File: config.mk
export PLATFORM = sky130hd
export DESIGN_NAME = single_int_frac_split_flat
export DESIGN_NICKNAME = d
export VERILOG_FILES = /design/src/rtl/single_int_frac_split_if.sv /design/src/rtl/single_int_frac_split.sv /design/src/flat_wrapper.sv
export SDC_FILE = /design/constraint.sdc
export NUM_CORES = 1
export LEC_CHECK = 0
export BUFFER_PORTS_ARGS = -buffer_cell sky130_fd_sc_hd__buf_2
export CORE_MARGIN = 3
export CORE_UTILIZATION = 53
export CTS_BUF_LIST = sky130_fd_sc_hd__clkbuf_8
export CTS_CLUSTER_SIZE = 40
export DETAILED_ROUTE_END_ITERATION = 8
export GPL_TIMING_DRIVEN = 0
export PLACE_DENSITY = 0.81
export SETUP_SLACK_MARGIN = 0.5
export SYNTH_ARGS = -nofsm -noshare
export SYNTH_HDL_FRONTEND = slang
export SYNTH_SLANG_ARGS = --single-unit
File: constraint.sdc
create_clock -name clk -period 2.2 [get_ports clk]
set_clock_uncertainty 0.15 [all_clocks]
set_input_delay 0.11 -clock clk [delete_from_list [all_inputs] [get_ports clk]]
set_output_delay 0.11 -clock clk [all_outputs]
set_load 0.05 [all_outputs]
File: src/rtl/single_int_frac_split_if.sv
// Operand/result handshake bundle for the single-precision int/frac splitter.
interface single_int_frac_split_if;
   logic        in_valid;
   logic        in_ready;
   logic [31:0] a;
   logic        out_valid;
   logic        out_ready;
   logic [31:0] int_part;
   logic [31:0] frac_part;

   modport master (
      output in_valid, a, out_ready,
      input  in_ready, out_valid, int_part, frac_part
   );

   modport slave (
      input  in_valid, a, out_ready,
      output in_ready, out_valid, int_part, frac_part
   );
endinterface

File: src/rtl/single_int_frac_split.sv
// Splits an IEEE-754 single into truncated integer part and signed fractional part;
// the fraction is normalized by a one-bit-per-cycle left shifter.
module single_int_frac_split (
   input  logic                    clk,
   input  logic                    rstn,
   single_int_frac_split_if.slave  bus
);

   typedef enum logic [1:0] {
      IDLE  = 2'd0,
      SHIFT = 2'd1,
      DONE  = 2'd2
   } state_t;

   state_t      state_r;
   logic        in_ready_r;
   logic        out_valid_r;
   logic [31:0] int_r;
   logic [31:0] frac_r;
   logic        sign_r;
   logic [7:0]  e_r;
   logic [22:0] r_r;

   logic        sign_s;
   logic [7:0]  exp_s;
   logic [22:0] man_s;
   logic [4:0]  sh_s;
   logic [22:0] mask_s;
   logic [22:0] frac_bits_s;
   logic [31:0] nxt_int_s;
   logic [31:0] nxt_frac_s;
   logic        nxt_norm_s;
   logic [7:0]  e_dec_s;

   // Classify the incoming operand and compute the bypass results.
   always_comb begin
      sign_s      = bus.a[31];
      exp_s       = bus.a[30:23];
      man_s       = bus.a[22:0];
      // Number of fraction bits is 150-e; for 127<=e<=149 this equals (22-e) mod 32.
      sh_s        = 5'd22 - exp_s[4:0];
      mask_s      = ~(23'h7FFFFF << sh_s);
      frac_bits_s = man_s & mask_s;
      nxt_int_s   = bus.a;
      nxt_frac_s  = bus.a;
      nxt_norm_s  = 1'b0;
      e_dec_s     = e_r - 8'd1;
      if (exp_s == 8'hFF) begin
         nxt_int_s  = bus.a;
         nxt_frac_s = 32'h7FC00000;
      end else if (exp_s >= 8'd150) begin
         nxt_int_s  = bus.a;
         nxt_frac_s = {sign_s, 31'd0};
      end else if (exp_s < 8'd127) begin
         nxt_int_s  = {sign_s, 31'd0};
         nxt_frac_s = bus.a;
      end else begin
         nxt_int_s = {sign_s, exp_s, man_s & ~mask_s};
         if (frac_bits_s == 23'd0) begin
            nxt_frac_s = {sign_s, 31'd0};
         end else begin
            nxt_frac_s = bus.a;
            nxt_norm_s = 1'b1;
         end
      end
   end

   // Control FSM with registered handshake outputs and normalizing shifter.
   always_ff @(posedge clk or negedge rstn) begin
      if (!rstn) begin
         state_r     <= IDLE;
         in_ready_r  <= 1'b1;
         out_valid_r <= 1'b0;
         int_r       <= 32'd0;
         frac_r      <= 32'd0;
         sign_r      <= 1'b0;
         e_r         <= 8'd0;
         r_r         <= 23'd0;
      end else begin
         case (state_r)
            IDLE: begin
               if (bus.in_valid) begin
                  int_r      <= nxt_int_s;
                  sign_r     <= sign_s;
                  in_ready_r <= 1'b0;
                  if (nxt_norm_s) begin
                     r_r     <= frac_bits_s;
                     e_r     <= exp_s;
                     state_r <= SHIFT;
                  end else begin
                     frac_r      <= nxt_frac_s;
                     out_valid_r <= 1'b1;
                     state_r     <= DONE;
                  end
               end
            end
            SHIFT: begin
               r_r <= {r_r[21:0], 1'b0};
               e_r <= e_dec_s;
               if (r_r[22]) begin
                  frac_r      <= {sign_r, e_dec_s, r_r[21:0], 1'b0};
                  out_valid_r <= 1'b1;
                  state_r     <= DONE;
               end
            end
            DONE: begin
               if (bus.out_ready) begin
                  out_valid_r <= 1'b0;
                  in_ready_r  <= 1'b1;
                  state_r     <= IDLE;
               end
            end
            default: begin
               state_r     <= IDLE;
               in_ready_r  <= 1'b1;
               out_valid_r <= 1'b0;
            end
         endcase
      end
   end

   assign bus.in_ready  = in_ready_r;
   assign bus.out_valid = out_valid_r;
   assign bus.int_part  = int_r;
   assign bus.frac_part = frac_r;

endmodule

File: src/flat_wrapper.sv
// flat-port wrapper written by rule: the top's interface ports become plain ports
module single_int_frac_split_flat 
  (clk, rstn, bus_in_valid, bus_a, bus_out_ready, bus_in_ready, bus_out_valid, bus_int_part, bus_frac_part);
  single_int_frac_split_if bus_i ();
  input  logic clk;
  input  logic rstn;
  input wire logic [$bits(bus_i.in_valid)-1:0] bus_in_valid;
  input wire logic [$bits(bus_i.a)-1:0] bus_a;
  input wire logic [$bits(bus_i.out_ready)-1:0] bus_out_ready;
  output wire logic [$bits(bus_i.in_ready)-1:0] bus_in_ready;
  output wire logic [$bits(bus_i.out_valid)-1:0] bus_out_valid;
  output wire logic [$bits(bus_i.int_part)-1:0] bus_int_part;
  output wire logic [$bits(bus_i.frac_part)-1:0] bus_frac_part;
  assign bus_i.in_valid = bus_in_valid;
  assign bus_i.a = bus_a;
  assign bus_i.out_ready = bus_out_ready;
  assign bus_in_ready = bus_i.in_ready;
  assign bus_out_valid = bus_i.out_valid;
  assign bus_int_part = bus_i.int_part;
  assign bus_frac_part = bus_i.frac_part;
  single_int_frac_split u_core (.clk(clk), .rstn(rstn), .bus(bus_i));
endmodule
==> results of run 1 <==
[flip-flops by register name, indices dropped and copies added, names as in the netlist]
name / cells
u_core.bus.frac_part: 32
u_core.bus.int_part: 32
u_core.r_r: 23
u_core.e_r: 8
u_core.state_r: 2
u_core.bus.in_ready: 1
u_core.bus.out_valid: 1
[cell families (layout without fill, tap and decap cells)]
family / Yosys count / after routing / share of synthesized area
buffers and inverters: 69 / 274 / 0.0556
AO/OA/AOI/OAI: 201 / 202 / 0.234
AND/OR/NAND/NOR: 287 / 287 / 0.238
flip-flops: 99 / 99 / 0.435
multiplexers: 3 / 3 / 0.00549
XOR/XNOR: 9 / 9 / 0.0165
adder cells (fa/ha/maj): 7 / 7 / 0.0154
[stage by stage]
stage | power, mW | TNS [ns] | instances | instance area [um2] | setup WS (ns)
global placement | 8.55 | -74.47 | 910 | 6480 | -1.09
detailed placement | 8.69 | -68.32 | 911 | 6510 | -1.10
finish | 11.0 | -14.72 | 1017 | 8340 | -0.303
global route | 11.5 | -19.28 | 1017 | 8340 | -0.379
floorplan | 7.18 | -17.37 | 675 | 5810 | -0.354
CTS | 10.4 | -10.34 | 1000 | 7840 | -0.252
[timing repair]
action,4_1_cts,5_1_grt
pin swaps,44,37
setup endpoints to repair,98,97
gates resized for setup,122,106
hold buffers,31,1
cloned,6,0
setup buffers,36,16
endpoints found under the hold margin,155,3
[layout make-up]
| cell class | count | area (um2) | share of cell area |
|---|---|---|---|
| sequential | 99 | 2480 | 0.297 |
| clock buffer | 9 | 124 | 0.0149 |
| tap | 136 | 170 | 0.0204 |
| multi-input combinational | 508 | 3550 | 0.425 |
| timing repair buffer | 189 | 1450 | 0.174 |
| buffer | 55 | 438 | 0.0525 |
| clock inverter | 7 | 71.3 | 0.00855 |
| inverter | 14 | 55.1 | 0.00660 |
[metal layers]
metal	vias to the layer above	routed length, um	GRT usage
li1	2861	-	-
met1	3185	8760	0.516
met2	534	10900	0.605
met3	138	2760	0.0699
met4	0	1830	0.264
met5	-	0	0
[final timing paths]
kind / startpoint / end / slack (ns) / cells after the start
setup / recovery: bus_a[23] / u_core.bus.frac_part[14] / -0.30 / 15
setup reg to reg: u_core.state_r[1] / u_core.r_r[14] / -0.15 / 6
min in group asynchronous: rstn / u_core.bus.int_part[8] / 0.06 / 2
hold reg to reg: u_core.bus.int_part[15] / u_core.bus.int_part[15] / 0.33 / 2
max in group asynchronous: rstn / u_core.bus.in_ready / 1.12 / 3
hold / removal: bus_a[0] / u_core.r_r[0] / -0.01 / 4
[power by group through the flow]
stage	Combinational [mW]	Clock (mW)	Sequential [mW]
floorplan	2.04	0	5.14
global placement	5.41	0	3.14
detailed placement	5.50	0	3.19
CTS	6.03	1.21	3.16
global route	6.91	1.31	3.29
finish	6.59	1.23	3.19
[Yosys cell counts, types with 10 or more instances]
| library cell | count | area, um2 |
|---|---|---|
| a21oi_1 | 32 | 160 |
| a31oi_1 | 13 | 81.3 |
| buf_2 | 10 | 50.1 |
| clkbuf_1 | 34 | 128 |
| dfrtp_1 | 98 | 2450 |
| inv_1 | 14 | 52.6 |
| nand2_1 | 137 | 514 |
| nand3_1 | 42 | 210 |
| nor2_1 | 31 | 116 |
| o211ai_1 | 48 | 360 |
| o21ai_0 | 56 | 280 |
| o31ai_1 | 10 | 75.1 |
| or4_1 | 15 | 113 |
[critical path: stages]
cell,delay (ns)
buf_12,0.11
ha_4,0.18
inv_4,0.08
ha_4,0.21
or2_4,0.26
and3_4,0.19
o31ai_4,0.24
o2111a_1,0.23
and3_4,0.19
o2111ai_4,0.12
and2_4,0.17
buf_8,0.13
buf_8,0.14
buf_4,0.13
o211ai_1,0.16
==> results.sh, run 1 <==
export IMPL_drc=0
export IMPL_cp_end_kind="flip-flop"
export IMPL_criticalPathCategory="in2reg"
export IMPL_ios=102
export IMPL_post_dp_hpwl_um=15500
export IMPL_worst_pin_slew_ns=0.773
export IMPL_antenna_found_initial=0
export IMPL_cp_start_kind="input pin"
export IMPL_wl_per_cell_um=23.9
export IMPL_yosysSeqAreaShare=0.435
export IMPL_worst_ep_required_time_ns=2.36
export IMPL_antenna_left=0
export IMPL_nFillCells=689
export IMPL_holdWs_ns=-0.00982
export IMPL_ys_ff_latch=99
export IMPL_layout_setup_ws_ns=-0.303
export IMPL_hold_class="in2reg"
export IMPL_die_w_um=110
export IMPL_mostFrequentLayoutCell="nand2_1"
export IMPL_rsz0062_at_grt="true"
export IMPL_slew_viol_final=0
export IMPL_cts_num_sinks=99
export IMPL_via_per_inst=6.61
export IMPL_switchingPower_mw=5.79
export IMPL_vias=6718
export IMPL_status="complete, but fails checks"
export IMPL_core_area_um2=10400
export IMPL_fin_nets=919
export IMPL_synth_cell_types=64
export IMPL_hold_violations=2
export IMPL_synth_area_um2=5700
export IMPL_drt_initial_drc_count=804
export IMPL_ir_worst_vdd_uv=1060
export IMPL_grt_remaining_overflow=0
export IMPL_p_int_mw=5.22
export IMPL_crit_fanout=6
export IMPL_maxSlewHeadroom=0.485
export IMPL_grt_pass1_wl_um=35400
export IMPL_grt_pass1_vias=6301
export IMPL_pwr_share_clk=0.111
export IMPL_diodes=0
export IMPL_grt_max_degree=68
export IMPL_p_comb_frac=0.598
export IMPL_violations="hold timing, setup timing"
export IMPL_die_h_um=110
export IMPL_p_per_area_nw_per_um2=1320
export IMPL_cts_max_level=3
export IMPL_fin_crit_sh=1.14
export IMPL_worstPathArrival_ns=2.67
export IMPL_synth_avg_cell_area_um2=8.44
export IMPL_synth_ff_type="dfrtp_1"
export IMPL_clock_latency_ns=0.41
export IMPL_fin_crit_ns=2.50
export IMPL_switching_share=0.526
export IMPL_clockBufferDepth=2
export IMPL_power_leakage_nw=3.72
export IMPL_synth_edff_count=0
export IMPL_cts_buffers=9
export IMPL_yosysWarnings=0
export IMPL_async_flop_share=1.00
export IMPL_layout_drive_gt1_share=0.368
export IMPL_gp_congestion=0.942
export IMPL_firstDrtPassIters=7
export IMPL_wl_um=24300
export IMPL_pwr_share_seq=0.290
export IMPL_maxCapViolCount=0
export IMPL_finalSetupViolCount=66
export IMPL_syn_inst=675
export IMPL_clock_fmax_mhz=399
export IMPL_die_area_um2=12000
export IMPL_synthesis_nets=718
export IMPL_rows=37
export IMPL_cts_root_buf="clkbuf_8"
export IMPL_grt_use_total=0.397
export IMPL_clk_pin_slew_ns=0.11
export IMPL_port_buffers=99
export IMPL_final_util=0.804
export IMPL_cts_tree="done"
export IMPL_areaGrowthSynthToFinish_pct=46.4
export IMPL_final_cell_mix="nand2_1, buf_2, dfrtp_1"
export IMPL_start_util=0.549
Power figures use the tool's default switching activity.
==> inputs of run 2 (changes only) <==
Settings changed: CORE_ASPECT_RATIO set to 0.6, CORE_UTILIZATION 53 to 40, GPL_TIMING_DRIVEN 0 to unset, PLACE_DENSITY 0.81 to 0.65.
==> results.sh, run 2 (same netlist as run 1, synthesis figures left out) <==
export IMPL_status="complete, but fails checks"
export IMPL_violations="setup timing"
export IMPL_switching_share=0.521
export IMPL_gr_usage_met1=0.459
export IMPL_grt_max_degree=49
export IMPL_cpMaxStageDelayCell="and4b_4"
export IMPL_via_per_inst=5.90
export IMPL_rows=33
export IMPL_path_common_cell="buf_6"
export IMPL_clock_fmax_mhz=397
export IMPL_maxCapViolCount=0
export IMPL_cp_num_buf_inv=5
export IMPL_drt_initial_drc_count=697
export IMPL_ios=102
export IMPL_setup_tns_ns=-14.64
export IMPL_worst_pin_slew_ns=0.513
export IMPL_cts_tree="done"
export IMPL_switchingPower_mw=5.68
export IMPL_power_leakage_nw=3.83
export IMPL_busiest_layer="met1"
export IMPL_grt_remaining_overflow=0
export IMPL_p_per_area_nw_per_um2=1270
export IMPL_fin_crit_ns=2.52
export IMPL_firstDrtPassIters=5
export IMPL_cp_start_kind="input pin"
export IMPL_rsz0062_at_grt="true"
export IMPL_vias=6444
export IMPL_clk_pin_slew_ns=0.11
export IMPL_ir_worst_vdd_uv=718
export IMPL_antenna_found_initial=0
export IMPL_core_area_um2=13800
export IMPL_p_int_mw=5.22
export IMPL_die_area_um2=15800
export IMPL_drc=0
export IMPL_grt_pass1_vias=6453
export IMPL_die_h_um=98.4
export IMPL_use_met2=0.458
export IMPL_cp_top_family="compound AO/OA/AOI/OAI gates"
export IMPL_dp_cells=1022
export IMPL_worst_ep_required_time_ns=2.32
export IMPL_max_stage_delay_ns=0.32
export IMPL_post_dp_hpwl_um=17100
export IMPL_p_comb_frac=0.586
export IMPL_antenna_left=0
export IMPL_holdWs_ns=0.0197
export IMPL_cts_num_sinks=99
export IMPL_gp_congestion=0.913
export IMPL_cp_end_kind="flip-flop"
export IMPL_grt_use_total=0.307
export IMPL_finalSetupViolCount=66
export IMPL_hold_class="in2reg"
export IMPL_final_cell_count_no_fill=1093
export IMPL_fin_crit_sh=1.14
export IMPL_p_total_mw=10.9
export IMPL_pwr_share_seq=0.292
export IMPL_nFillCells=1252
export IMPL_criticalPathCategory="in2reg"
export IMPL_slew_viol_final=0
export IMPL_maxSlewHeadroom=0.658
export IMPL_wl_um=24400
export IMPL_grt_util_met3=0.0668
export IMPL_mostFrequentLayoutCell="nand2_1"
export IMPL_diodes=0
export IMPL_worstPathArrival_ns=2.64
export IMPL_final_util=0.622
export IMPL_layout_drive_gt1_share=0.375
export IMPL_clockBufferDepth=2
export IMPL_post_place_ws_ns=-0.922
export IMPL_wl_per_cell_um=22.3
export IMPL_cts_buffers=9
export IMPL_cts_root_buf="clkbuf_8"
export IMPL_port_buffers=101
export IMPL_final_area_um2=8570
export IMPL_postPlaceCellArea_um2=7210
export IMPL_clock_latency_ns=0.39
export IMPL_start_util=0.413
export IMPL_final_cell_mix="nand2_1, buf_4, dfrtp_1"
export IMPL_crit_fanout=6
export IMPL_layout_setup_ws_ns=-0.317
export IMPL_cp_cell_sequence="buf_8 > ha_4 > buf_6 > a21oi_4 > xnor2_4 > buf_6 > buf_16 > o31ai_4 > o21a_1 > and4b_4 > a31o_4 > nor2_4 > buf_12 > o311a_1"
export IMPL_pwr_share_clk=0.122
export IMPL_die_w_um=160
export IMPL_areaGrowthSynthToFinish_pct=50.5
export IMPL_grt_pass1_wl_um=37700
export IMPL_fin_nets=939
export IMPL_hold_violations=0
export IMPL_cts_max_level=3
[run 2: cell count changes in the layout (fill, tap and decap cells not counted), sizes merged, moves of 2 or more]
cell	before	now
buf	186	235
clkbuf	35	10
dlygate4sd3	32	26
a31o	2	4
clkinvlp	3	1
[run 2: tightest hold or removal path, stage by stage]
cell	delay, ns
buf_8	0.08
buf_4	0.15
a311o_1	0.18
[run 2: metal layers]
layer,part of all wire,vias up
met1,0.45,3138
met2,0.43,352
met4,0.017,0
li1,-,2915
met5,0,-
met3,0.098,39
[run 2: layout make-up]
type                            count  area (um2)  share of cell area
Multi-Input combinational cell    510        3480               0.406
Clock inverter                      7        91.3              0.0107
Tap cell                          192         240              0.0280
Sequential cell                    99        2480               0.289
Clock buffer                        9         124              0.0145
Inverter                           14        55.1             0.00642
Timing Repair Buffer              262        2100               0.245
[run 2: power groups by stage]
| stage | clock [mW] | combinational [mW] | sequential (mW) |
|---|---|---|---|
| 2_1_floorplan | 0 | 2.04 | 5.14 |
| 3_3_place_gp | 0 | 5.71 | 3.13 |
| 3_5_place_dp | 0 | 5.79 | 3.19 |
| 4_1_cts | 1.35 | 6.18 | 3.17 |
| 5_1_grt | 1.44 | 6.76 | 3.28 |
| 6_report | 1.33 | 6.39 | 3.19 |
[run 2: what timing repair did]
| item | 4_1_cts | 5_1_grt |
|---|---|---|
| hold buffers | 26 | 0 |
| cloned | 4 | 2 |
| pin swaps | 37 | 26 |
| buffers inserted | 19 | 4 |
| endpoints found under the setup margin | 83 | 93 |
| resized for setup | 67 | 61 |
| endpoints found under the hold margin | 140 | 0 |
[run 2: path summary, 6_finish.rpt]
kind | startpoint | to | slack [ns] | cells after the start
max | bus_a[23] | u_core.e_r[4] | -0.32 | 14
min | bus_a[23] | u_core.e_r[0] | 0.02 | 3
max reg2reg | u_core.e_r[1] | u_core.bus.frac_part[30] | -0.03 | 7
min reg2reg | u_core.bus.int_part[13] | u_core.bus.int_part[13] | 0.33 | 2
max in group asynchronous | rstn | u_core.e_r[0] | 1.15 | 3
min in group asynchronous | rstn | u_core.bus.int_part[3] | 0.06 | 2
